[config.mk]
export PLATFORM = sky130hd
export DESIGN_NAME = reg_writeback_arbiter
export DESIGN_NICKNAME = d
export VERILOG_FILES = /design/src/rtl/reg_writeback_arbiter.sv
export SDC_FILE = /design/constraint.sdc
export NUM_CORES = 1
export LEC_CHECK = 0
export ABC_AREA = 1
export CORE_ASPECT_RATIO = 1.75
export CORE_MARGIN = 4
export CORE_UTILIZATION = 56
export CTS_BUF_LIST = sky130_fd_sc_hd__clkbuf_8
export DETAILED_ROUTE_END_ITERATION = 12
export HOLD_SLACK_MARGIN = 0.15
export PLACE_DENSITY = 0.84
export SYNTH_ARGS = -nofsm -noshare
export SYNTH_HDL_FRONTEND = slang
export SYNTH_SLANG_ARGS = --single-unit
[constraint.sdc]
create_clock -name clk -period 12.4 [get_ports clk]
set_clock_uncertainty 0.2 [all_clocks]
set_input_delay 2.48 -clock clk [delete_from_list [all_inputs] [get_ports clk]]
set_output_delay 2.48 -clock clk [all_outputs]
set_load 0.02 [all_outputs]
[src/rtl/reg_writeback_arbiter.sv]
// Owns the integer register file write port: ALU results win, LSU results drain from a small FIFO.
// ALU latency 1 cycle, LSU >= 2 (1 via bypass when WB_BYPASS_EN); lsu_ready drops when FIFO is full.
module reg_writeback_arbiter #(
    parameter int XLEN       = 64,
    parameter int NREG       = 32,
    parameter int FIFO_DEPTH = 4
) (
    input  logic                              clk,
    input  logic                              reset,
    input  logic                              alu_valid,
    input  logic [4:0]                        alu_rd,
    input  logic [XLEN-1:0]                   alu_data,
    input  logic                              lsu_valid,
    input  logic [4:0]                        lsu_rd,
    input  logic [XLEN-1:0]                   lsu_data,
    output logic                              lsu_ready,
    input  logic                              issue_valid,
    input  logic [4:0]                        issue_rd,
    output logic                              RegWrite,
    output logic [4:0]                        rd,
    output logic [XLEN-1:0]                   WriteData,
    output logic [NREG-1:0]                   pend_mask,
    output logic [$clog2(FIFO_DEPTH+1)-1:0]   fifo_count
);
    localparam int PW = $clog2(FIFO_DEPTH);
    localparam int CW = $clog2(FIFO_DEPTH + 1);

    typedef struct packed {
        logic [4:0]      rd;
        logic [XLEN-1:0] dat;
    } wb_ent_t;

    wb_ent_t         fifo_mem [FIFO_DEPTH];
    logic [PW-1:0]   wr_ptr;
    logic [PW-1:0]   rd_ptr;
    wb_ent_t         head;
    logic            alu_win;
    logic            pop;
    logic            push;
    logic            bypass;
    logic [NREG-1:0] clr_mask;
    logic [NREG-1:0] set_mask;

    assign lsu_ready = (fifo_count != CW'(FIFO_DEPTH));

    always_comb begin
        head    = fifo_mem[rd_ptr];
        alu_win = alu_valid && (alu_rd != 5'd0);
        pop     = !alu_win && (fifo_count != '0);
`ifdef WB_BYPASS_EN
        bypass  = !alu_win && (fifo_count == '0) && lsu_valid;
`else
        bypass  = 1'b0;
`endif
        // a bypassed result never occupies a FIFO slot
        push     = lsu_valid && lsu_ready && !bypass;
        clr_mask = '0;
        set_mask = '0;
        if (pop && head.rd != 5'd0)
            clr_mask[head.rd] = 1'b1;
        if (bypass && lsu_rd != 5'd0)
            clr_mask[lsu_rd] = 1'b1;
        if (issue_valid && issue_rd != 5'd0)
            set_mask[issue_rd] = 1'b1;
    end

    always_ff @(posedge clk) begin
        if (push)
            fifo_mem[wr_ptr] <= '{rd: lsu_rd, dat: lsu_data};
    end

    always_ff @(posedge clk) begin
        if (reset) begin
            RegWrite   <= 1'b0;
            rd         <= '0;
            WriteData  <= '0;
            pend_mask  <= '0;
            fifo_count <= '0;
            wr_ptr     <= '0;
            rd_ptr     <= '0;
        end else begin
            RegWrite <= 1'b0;
            if (alu_win) begin
                RegWrite  <= 1'b1;
                rd        <= alu_rd;
                WriteData <= alu_data;
            end else if (pop) begin
                // an x0 entry is consumed without a write; rd/WriteData keep their last values
                if (head.rd != 5'd0) begin
                    RegWrite  <= 1'b1;
                    rd        <= head.rd;
                    WriteData <= head.dat;
                end
            end else if (bypass) begin
                if (lsu_rd != 5'd0) begin
                    RegWrite  <= 1'b1;
                    rd        <= lsu_rd;
                    WriteData <= lsu_data;
                end
            end
            if (push)
                wr_ptr <= wr_ptr + PW'(1);
            if (pop)
                rd_ptr <= rd_ptr + PW'(1);
            fifo_count <= fifo_count + CW'(push) - CW'(pop);
            // set wins over clear for the same register
            pend_mask  <= (pend_mask & ~clr_mask) | set_mask;
        end
    end
endmodule
* After elaboration in Yosys (flattened, before gate mapping)
Memory sizes are Yosys's and may differ from the RTL's. A register that Yosys moved wholly into a read port is not among the register bits. Index checks and enable logic that the tools add are counted.
Cells by class: $add $sub $neg 4, multipliers 0, div/mod/pow operators 0, order comparisons 4, eq/ne operators 1, shift-type cells 0, muxes and demuxes 19, bitwise logic cells 3, reduce and logical (&&, ||, !) cells 15
Operator list (number):
- $mux 64 | 3
- $mux 32 | 2
- $and 32x32->32 | 1
- $not 32->32 | 1
- $or 32x32->32 | 1
- $mux 5 | 3
- $reduce_bool 5->1 | 3
- $lt 5x6->1 const B | 2
- $demux 1 s5 | 2
- $ge 5x1->1 const B | 2
- $logic_and 1x1->1 | 7
- $mux 1 | 7
- $add 2x1->2 const B | 2
- $mux 2 | 2
- $reduce_bool 2->1 | 2
- $add 3x1->3 | 1
- $ne 3x3->1 const B | 1
- $reduce_bool 3->1 | 1
- $sub 3x1->3 | 1
- $reduce_and 2->1 | 1
- $logic_not 1->1 | 1
Word-level totals: flip-flop bits (word level) 109, bits in latches 0, memory bits (writable) 276, memory bits (read-only) 0, bits of input ports 148, output and inout port bits 106, word-level logic and storage cells 54, memories 1
Memories:
- fifo_mem | depth 4, bits a word 69, rd ports 1, clocked after Yosys merged registers in 1, wr ports 1, line 33 | wb_ent_t fifo_mem [FIFO_DEPTH];

* Longest topological paths before layout
depth after elaboration 9, depth in mapped cells 15, depth with buffers taken out 13

* Worst setup path after synthesis
Ideal clock, no wire load.
path type input to register, start in lsu_valid, end mem fifo_mem[0][0] (netlist name), enable pin, library setup time 0.497 ns, arrival time 5.543 ns, required time 11.703 ns, path slack 6.161 ns, stages 2, path buffers 0, cell sequence nand2_1 -> nor2_1
Between the ends: word-level cells in the longest chain between the ends 3
Ends and longest elaborated chain:
- start: declaration | line 13 | input logic lsu_valid,
- $logic_and 1x1->1 | line 56 | push = lsu_valid && lsu_ready && !bypass;
- $mux 1 | line 68 | if (push)
- $mux 1 (implied by the code) | line 69 | fifo_mem[wr_ptr] <= '{rd: lsu_rd, dat: lsu_data};
- end: declaration | line 33
No other way between the ends.

* Worst setup path after layout
start in alu_rd[2], end reg rd[0]
Between the ends: word-level cells in the longest chain between the ends 6, elaborated cells between the ends (all ways) 8, those cells by class mux: 1; reduce/logical: 7
Ends and longest elaborated chain:
- start: declaration | line 11 | input logic [4:0] alu_rd,
- $reduce_bool 5->1 (*) | line 48 | alu_win = alu_valid && (alu_rd != 5'd0);
- $logic_and 1x1->1 (*) | line 48
- $logic_not 1->1 | line 49 | pop = !alu_win && (fifo_count != '0);
- $logic_and 1x1->1 | line 49
- $reduce_bool 2->1 (no source line)
- $reduce_and 2->1 (no source line)
- end signal: assignment | line 85 | rd <= alu_rd;
- end signal: assignment | line 91 | rd <= head.rd;
- end signal: assignment | line 97 | rd <= lsu_rd;
- end: declaration | line 20 | output logic [4:0] rd,
Mark *: on every way between the ends. The rest lies on a longest branch, timed or not. A chain may end at the register's enable or synchronous reset.

==> results.md <==
- The number of placed instances with taps included is between 2,000 and 2,500.
- Max-cap violations in this run came to 0.
- The clock sink count is roughly 390.
- The routed wire length is 39,200 um.
- The most prevalent standard cell on the critical path is nand2_1.
- The height of the die is 230 um.
- The type of the worst setup path is primary input to register.
- The share of flip-flops with an asynchronous set or reset is 0%.
- Compared with the post-synthesis result, the final layout area differs by 23.4%.
- The internal reg-to-reg setup slack is 7.71 ns.
- At the end of the flow, the number of nets in the layout was 2,013.
- Once the floorplan was initialized, standard cells occupied ~57% of the core.
- The final cycle utilization of the critical path is 47.8%.
- The overall die area is approximately 31,000 um2.
- The tightest min-delay check is of the register to register type.
- Derived from the worst setup path, the maximum achievable clock frequency is approximately 0.17 GHz.
- The largest area contributor in the synthesized netlist is edfxtp_1.
- The worst hold path terminates at pend_mask[0]$_SDFF_PP0_.
- The TritonCTS clock tree is built.
- The run finished with clean final reports.
- The later pin in the worst-skew pair is clocked with a latency of around 0.60 ns.
- In this run, CTS created clock tree buffers numbering 53.
- For this run, design rule violations remaining after detail routing come to 0.
- The area of placed instances is 18,500 um2.
- Along the worst path, the maximum fanout reaches 73.
- The global-route total usage across every layer is between 20% and 30%.
- The count of fill cells added during filler insertion is 2,075.
- The count of endpoints failing hold in the final timing report is 0.
- The beginning of the worst hold path is pend_mask[0]$_SDFF_PP0_.
- The initial antenna violation count came to 7.
- The worst-path cell with the longest stage delay is buf_4.
- The number of post-CTS setup repair buffers is 0.
- Data on the critical path is required at its endpoint by between 10 and 15 ns.
- The cell count after synthesis is between 1,500 and 2,000.
- The worst-case reg-to-reg path depth is 14.
- The detail route stage leaves a number of antenna-violating nets equal to 0.
- After synthesis, the largest area contributor takes up 52.4% of total cell area.
- The highest routing layer actually used is met5.
- The combined area of all synthesized cells is between 15,000 and 20,000 um2.
- The final-layout setup total negative slack is 0 ns.
- The deepest level of the CTS H-tree is 2.
- After the flow finishes, the layout carries non-filler instances totaling 2,278.
- Yosys printed 0 warnings.
- The type of element capturing the critical path is a register.
- Synthesis produced a netlist with a net count of between 1,500 and 2,000.
- The core region area is 27,900 um2.
- The number of DRC markers in iteration 0 is 827.
- The cell with the most instances after synthesis is nand2_1.
- The critical path goes through clkdlybuf4s50_1, nor3_1, nand2_1, nand2_2, buf_4, inv_2, nor2_2, buf_4, nand2_1, nand2_4, buf_4, nand2_1, nand2_1, nor2_1.
- The final non-filler cell area is ~20,000 um2.
- The final worst hold slack is roughly 0.22 ns.
- The detailed-routed wire length on met2 is about 21,000 um.
- By area the synthesized netlist is led by edfxtp_1 (52%), dfxtp_1 (14%), nand2_1 (10%), nor2_1 (7.2%), o21ai_0 (4.6%).
- The total global routing overflow is 0.
- The first detailed-routing pass ran for 5 iterations.
- Setup repair after global routing left no endpoint under its margin.
- The average wire per standard cell is about 17 um.
- Buffers placed on the I/O ports in this run total about 250.
- The number of different library cells used by synthesis comes to 24.
- The most frequently used flop master after synthesis is edfxtp_1.
- Entering global routing, the biggest net connects 81 pins.
- Prior to clock tree synthesis, the placed netlist has a worst setup slack of a little under 6 ns.
- The proportion of synthesized chip area in sequential cells is roughly 66%.
- The floorplan has 81 rows.
- The clock period could shrink to 5.93 ns.
- The number of synthesized flops with an enable pin is 276.
- The longest individual stage delay on the worst path is ~0.67 ns.
- STA classifies the critical path startpoint as a primary input.
- The CTS root buffer is clkbuf_8.
- For this design the top-level I/O count stands at 254.
- The power density of the placed cells is about 180 nW/um2.
- In this run the static leakage power is slightly below 8 nW.
- The smallest setup slack after layout is roughly 6.5 ns.
- At the pin with the least slew margin, the transition time is roughly 0.93 ns.
- The number of gates resized after cts is 0.
- The wire length on met3 is 2790 um.
- The worst IR drop on VDD is about 0.00012 V.
- The HPWL after detailed placement is between 20,000 and 25,000 um.
- The setup violation total in the final timing report is 0.
- In this run the horizontal extent of the chip is roughly 140 um.
- In the synthesized netlist, the cells that appear most often are nand2_1 (434), nor2_1 (302), edfxtp_1 (276).
- In the routed layout, each cell is associated on average with a via count of 5.40.
- The share of cells above drive strength 1 is 7.26%.
- The number of synthesized register bits is 387.
- The number of pins exceeding their max-slew limit in the final report is 0.
- The clock-pin slew of the registers on the worst-case setup and hold paths is approximately 0.06 ns.
- The number of global-route vias before repair is 12,400.
- Data on the critical path arrives at its endpoint at slightly above 6 ns.
- The number of buffers inserted by hold repair at cts is 0.
- The routability congestion estimate is 0.913.
- The number of vias after detailed routing is approximately 12,000.
- In this run the critical register-to-register path is captured at rd[0]$_SDFFE_PP0P_.
- The synthesized area per cell is between 9 and 10 um2.
- The met1 layer wirelength in the final routing is approximately 14,000 um.
- The cell depth of the worst hold path is 2.
- The first global-routing pass estimated 60,900 um of wire.
- In this run the tightest slew margin relative to its limit is a little under two fifths.
- The largest buffer count on any clock path is 3.
==> sequential cells by signal, summed over array words and instances, names as in the netlist, named ones only <==
signal and count:
rd_ptr 2, wr_ptr 2, pend_mask 32, fifo_count 3, fifo_mem 276, rd 5
RegWrite 1, WriteData 64
==> per-stage QoR <==
stage / power (W) / util [%]
finish: 0.00352 / 70.1
global route: 0.00372 / 70.1
CTS: 0.00354 / 70.0
detailed placement: 0.00265 / 66.5
global placement: 0.00260 / 66.5
floorplan: 0.00230 / -
==> metal layers <==
metal  track usage, %  vias up
li1                 -     5883
met1             26.8     5795
met2             45.0      491
met3             5.19      115
met4             11.9        8
met5                0        -
==> final cells by class <==
type | instances | area [um2] | share of cell area [%]
clock buffers | 60 | 826 | 4.23
multi-input cells | 1052 | 4540 | 23.3
diodes | 3 | 7.51 | 0.0384
inverters | 97 | 367 | 1.88
repair buffers | 267 | 2640 | 13.5
flip-flops and latches | 387 | 10500 | 53.8
well taps | 373 | 467 | 2.39
clock inverters | 39 | 164 | 0.839
==> where the power goes <==
part           switching [W]  total (W)  internal (W)
Sequential         0.0000797    0.00165       0.00157
Clock               0.000457   0.000901      0.000443
Combinational       0.000632   0.000974      0.000342
==> worst max-delay path: cells and delay by family <==
| kind | cells | cell delay (ns) |
|---|---|---|
| buffers and inverters | 5 | 2.13 |
| AND/OR/NAND/NOR | 9 | 1.45 |
==> logic make-up after synthesis <==
group | synth area share [%]
AOI/OAI and AO/OA | 8.38
and+or+nand+nor | 19.4
buffers and inverters | 5.09
DFF | 66.4
adders and majority gates | 0.601
xor gates and xnor gates | 0.0554
==> layout by cell type, fill, tap and decap left out, types with 4 or more instances in the layout <==
master | synthesis | layout
nand2_1 | 434 | 433
nor2_1 | 302 | 298
edfxtp_1 | 276 | 276
clkdlybuf4s50_1 | 0 | 253
o21ai_0 | 146 | 146
dfxtp_1 | 111 | 109
inv_1 | 57 | 79
o22ai_1 | 64 | 64
clkbuf_8 | 0 | 60
nand3_1 | 46 | 46
inv_2 | 40 | 41
a21oi_1 | 36 | 36
buf_4 | 7 | 14
clkinv_2 | 0 | 8
ha_1 | 6 | 6
clkinv_1 | 0 | 5
nor2_4 | 0 | 4
==> worst max path at each step <==
stage	startpoint	endpoint	slack (ns)	depth (start not counted)
floorplan	lsu_valid	fifo_mem[0][0]$_DFFE_PP_	6.16	2
finish	alu_rd[2]	rd[0]$_SDFFE_PP0P_	6.47	14
global route	alu_rd[2]	WriteData[54]$_SDFFE_PP0P_	6.21	14
global placement	alu_rd[2]	WriteData[34]$_SDFFE_PP0P_	6.06	14
detailed placement	alu_rd[2]	WriteData[48]$_SDFFE_PP0P_	5.92	14
CTS	alu_rd[2]	WriteData[48]$_SDFFE_PP0P_	6.53	14
No activity file was read; power rests on OpenSTA's default activity.
==> edit 1: new RTL, same settings <==
The parameter `NREG` goes from 32 to 64.
--- a/src/rtl/reg_writeback_arbiter.sv
+++ b/src/rtl/reg_writeback_arbiter.sv
@@ -3,5 +3,5 @@
 module reg_writeback_arbiter #(
     parameter int XLEN       = 64,
-    parameter int NREG       = 32,
+    parameter int NREG       = 64,
     parameter int FIFO_DEPTH = 4
 ) (
Interface: changed (resized pend_mask); port bits go from 254 to 286. The function was not compared with the original's and may differ.
==> edit 1 against the unedited design <==
- cell area increased by 1.3%
- critical endpoint is now WriteData[49]
- worst setup slack improved by 1.0 ns
- power increased by 0.99%
- synthesized cell count increased by 2.0%
- routed wire length increased by 2.4%
- synthesized area increased by 1.6%
- sequential cell count unchanged
==> edit 1: results <==
[grt]
grt_max_degree = 99
grt.total_usage_pct = 24.9
grt_pass1_vias = 12335
grtUsageMet3_pct = 4.64
groute.layer.met1.usage_pct = 25.9
gr-usage-met2_pct = 45.7
grt_pass1_wl_um = 61200

[yosys]
yosysSeqAreaShare_pct = 65.4
yosysTopAreaCell = "edfxtp_1"
yosys-top-cells-area = "edfxtp_1 52%, dfxtp_1 14%, nand2_1 10%"
synthArstFlopShare_pct = 0
synth_edf_count = 276
netlist_instances = 1661
synth_common_cells = "432 x nand2_1, 303 x nor2_1, 276 x edfxtp_1, 145 x o21ai_0, 111 x dfxtp_1"
synth_cell_types = 26

[cells_and_area]
nFillCells = 2057
layout-drive-gt1-share_pct = 5.80
stdcell_count = 2312
nNetsFinal = 2045
reg_top3 = "fifo_mem x276, WriteData x64, pend_mask x32"

[power_and_ir_drop]
p_leak_nw = 7.86
ir_drop_uv = 140

[placement]
hpwl_um = 25700
dp_slack_ns = 6.86
dp.cells = 2209
place_congestion = 0.936

[clock_tree]
htree_levels = 2
cts_buffers = 52
cts_root_buf = "clkbuf_8"

[timing]
worst_slew_pin_slew_ns = 1.06

[drt]
viasPerCell = 5.36
wire_per_inst_um = 17.4
drt_pass1_iterations = 6
drtIter0Drc = 994

[critical_path]
critPathMaxFanout = 86
max_stage_delay_ns = 0.71

[run_status]
outcome = "finished clean"

[worst_hold_path]
min_path_type = "flop to flop"
-- edit 1: cell count changes in the layout (fill, tap and decap cells not counted), sizes merged --
cell and change:
conb +32, bufinv +4, diode +4, inv -4, clkinvlp -2, a21oi -1, clkbuf +1, clkinv -1
nor2 +1, o21ai -1, xnor2 +1
-- edit 1: path summary, 6_finish.rpt --
path	startpoint	end	slack [ns]	depth (start not counted)
worst max-delay path	alu_rd[2]	WriteData[49]	7.48	12
worst min-delay path	pend_mask[0]	pend_mask[0]	0.23	2
worst max register to register	flop	WriteData[49]	7.67	14
worst min register to register	pend_mask[0]	pend_mask[0]	0.23	2
-- edit 1: cell type report --
class / count / share of cell area [%]
Sequential cell: 387 / 53.2
Multi-Input combinational cell: 1084 / 23.7
Timing Repair Buffer: 267 / 13.3
Clock buffer: 61 / 4.25
Tap cell: 373 / 2.36
Inverter: 98 / 1.87
Clock inverter: 35 / 1.25
Antenna cell: 7 / 0.0886
-- edit 1: critical path, delay by kind of cell --
family	cells	cell delay (ns)
buffers and inverters	3	1.19
and+or+nand+nor	9	1.38
-- edit 1: metal layers --
| layer | part of all wire, % | wire [µm] | up-vias |
|---|---|---|---|
| li1 | - | - | 5913 |
| met1 | 34 | 13700 | 5737 |
| met2 | 53 | 21400 | 604 |
| met3 | 7.8 | 3120 | 130 |
| met4 | 4.9 | 1980 | 0 |
| met5 | 0 | 0 | - |
-- edit 1: kinds of logic after synthesis --
| family | Yosys count | share of synthesized area (%) |
|---|---|---|
| AND/OR/NAND/NOR | 797 | 19.2 |
| flip-flops | 387 | 65.4 |
| AO/OA/AOI/OAI | 246 | 8.19 |
| buffers and inverters | 221 | 6.45 |
| adder cells (fa/ha/maj) | 7 | 0.592 |
| XOR/XNOR | 2 | 0.109 |
| other | 1 | 0.0233 |
-- edit 1: stage by stage --
step / area (µm²) / power (mW)
after global placement: 18700 / 2.55
after global routing: 19800 / 3.74
after detailed placement: 18700 / 2.59
after floorplan: 16200 / 2.25
after CTS: 19800 / 3.57
final: 19800 / 3.56
-- edit 1: power by group --
part / switching, mW / internal [mW]
clock: 0.457 / 0.532
sequential: 0.0736 / 1.55
combinational: 0.618 / 0.326
==> edit 2: new RTL, same settings <==
Made on the original files. Reset style: asynchronous (`reset`), changed in one clocked block.
--- a/src/rtl/reg_writeback_arbiter.sv
+++ b/src/rtl/reg_writeback_arbiter.sv
@@ -70,5 +70,5 @@
     end
 
-    always_ff @(posedge clk) begin
+    always_ff @(posedge clk or posedge reset) begin
         if (reset) begin
             RegWrite   <= 1'b0;
Formal check against the unedited RTL: differs if reset is asserted again (counterexample within 4 cycles, from zero or initial values and one cycle with reset high); with reset held inactive, the same outputs for 4 cycles.
==> edit 2 against the unedited design <==
- synthesized area grew 1.4%
- non-clock buffer count unchanged
- worst setup slack improved by 0.48 ns
- power increased by 35%
- cell area is 1.4% higher
- register-to-register slack better by 0.24 ns
- routed wire length grew 7.0%
- sequential cell count decreased by 2
- cell count is 6.1% lower
- critical path type unchanged
- largest power group unchanged
==> edit 2: results <==
[worst_hold_path]
hold_path_depth = 0
hold_path_startpoint = "pend_mask[0]"

[power_and_ir_drop]
switchingPower_mw = 1.83
ir_drop_uv = 149
p_clk_uw = 929
pg_seq_mw = 1.96

[yosys]
synth_edf_count = 276
mappedNetlistNets = 1643
yosysSeqAreaShare_pct = 68.6
synthArstFlopShare_pct = 28.3
yosys-top-cells-area = "edfxtp_1 52%, dfrtp_1 17%, nand2_1 12%"
synth_common_cells = "528 x nand2_1, 276 x edfxtp_1, 175 x nand3_1, 129 x a21oi_1, 109 x dfrtp_1"
synthAdderAreaFrac_pct = 0.593
synth_cell_types = 26

[cells_and_area]
layout-drive-gt1-share_pct = 5.98
nFillCells = 1995
nNetsFinal = 1869

[critical_path]
worstPathArrival_ns = 5.77
reg2regPathDepth = 12
rr_endpoint = "WriteData[34]"

[placement]
place_congestion = 0.941
hpwl_um = 26100

[clock_tree]
cts_buffers = 51
ctsResizeCount = 0

[grt]
grt_max_degree = 109
grt.total_usage_pct = 26.4
antenna_found_initial = 10

[drt]
routed.top_layer = "met4"
dr_wl_met2_um = 22400
wl_met1_um = 14500
drtIter0Drc = 1104
vias = 12290
met3_length_um = 2870
wire_per_inst_um = 19.6

[run_status]
outcome = "finished clean"

[timing]
slew_headroom_pct = 21.7
## edit 2: changes by cell type in the layout (fill, tap and decap cells not counted), moves of 30 or more
cell,change
a21oi_1,+93
a22oi_1,+64
dfrtp_1,+107
dfxtp_1,-109
inv_1,-30
inv_2,-38
nand2_1,+93
nand3_1,+129
nor2_1,-268
o21ai_0,-130
o22ai_1,-64
## edit 2: cell type report
type | instances | area [µm²] | area share [%]
repair buffers | 267 | 2640 | 13.3
diodes | 11 | 27.5 | 0.139
clock buffers | 56 | 771 | 3.89
multi-input cells | 980 | 4530 | 22.9
inverters | 29 | 114 | 0.575
flip-flops and latches | 385 | 11000 | 55.7
well taps | 373 | 467 | 2.36
clock inverters | 38 | 230 | 1.16
## edit 2: worst max-delay path by stage
| stage | startpoint | cells past startpoint | to |
|---|---|---|---|
| after global routing | alu_rd[1] | 12 | WriteData[34] |
| after detailed placement | alu_rd[1] | 12 | WriteData[35] |
| final | alu_rd[3] | 12 | WriteData[34] |
| after global placement | alu_rd[0] | 12 | WriteData[49] |
| after floorplan | lsu_valid | 2 | fifo_mem[0][0] |
| after CTS | alu_rd[1] | 12 | rd[4] |
## edit 2: stage by stage
step	setup slack, ns	hold slack [ns]	power (mW)	std cells	instance area (µm²)
3_5_place_dp	6.44	0.167	3.85	2034	18800
2_1_floorplan	6.15	0.357	3.09	1488	16000
6_report	6.95	0.176	4.76	2139	19800
4_1_cts	7.07	0.182	4.78	2128	19800
3_3_place_gp	6.52	0.166	3.77	2034	18800
5_1_grt	6.80	0.184	5.04	2138	19800
## edit 2: layer usage
metal | up-vias | track usage (%)
met4 | 0 | 15.2
met3 | 157 | 4.47
met2 | 630 | 47.3
li1 | 5619 | -
met1 | 5884 | 29.1
met5 | - | 0
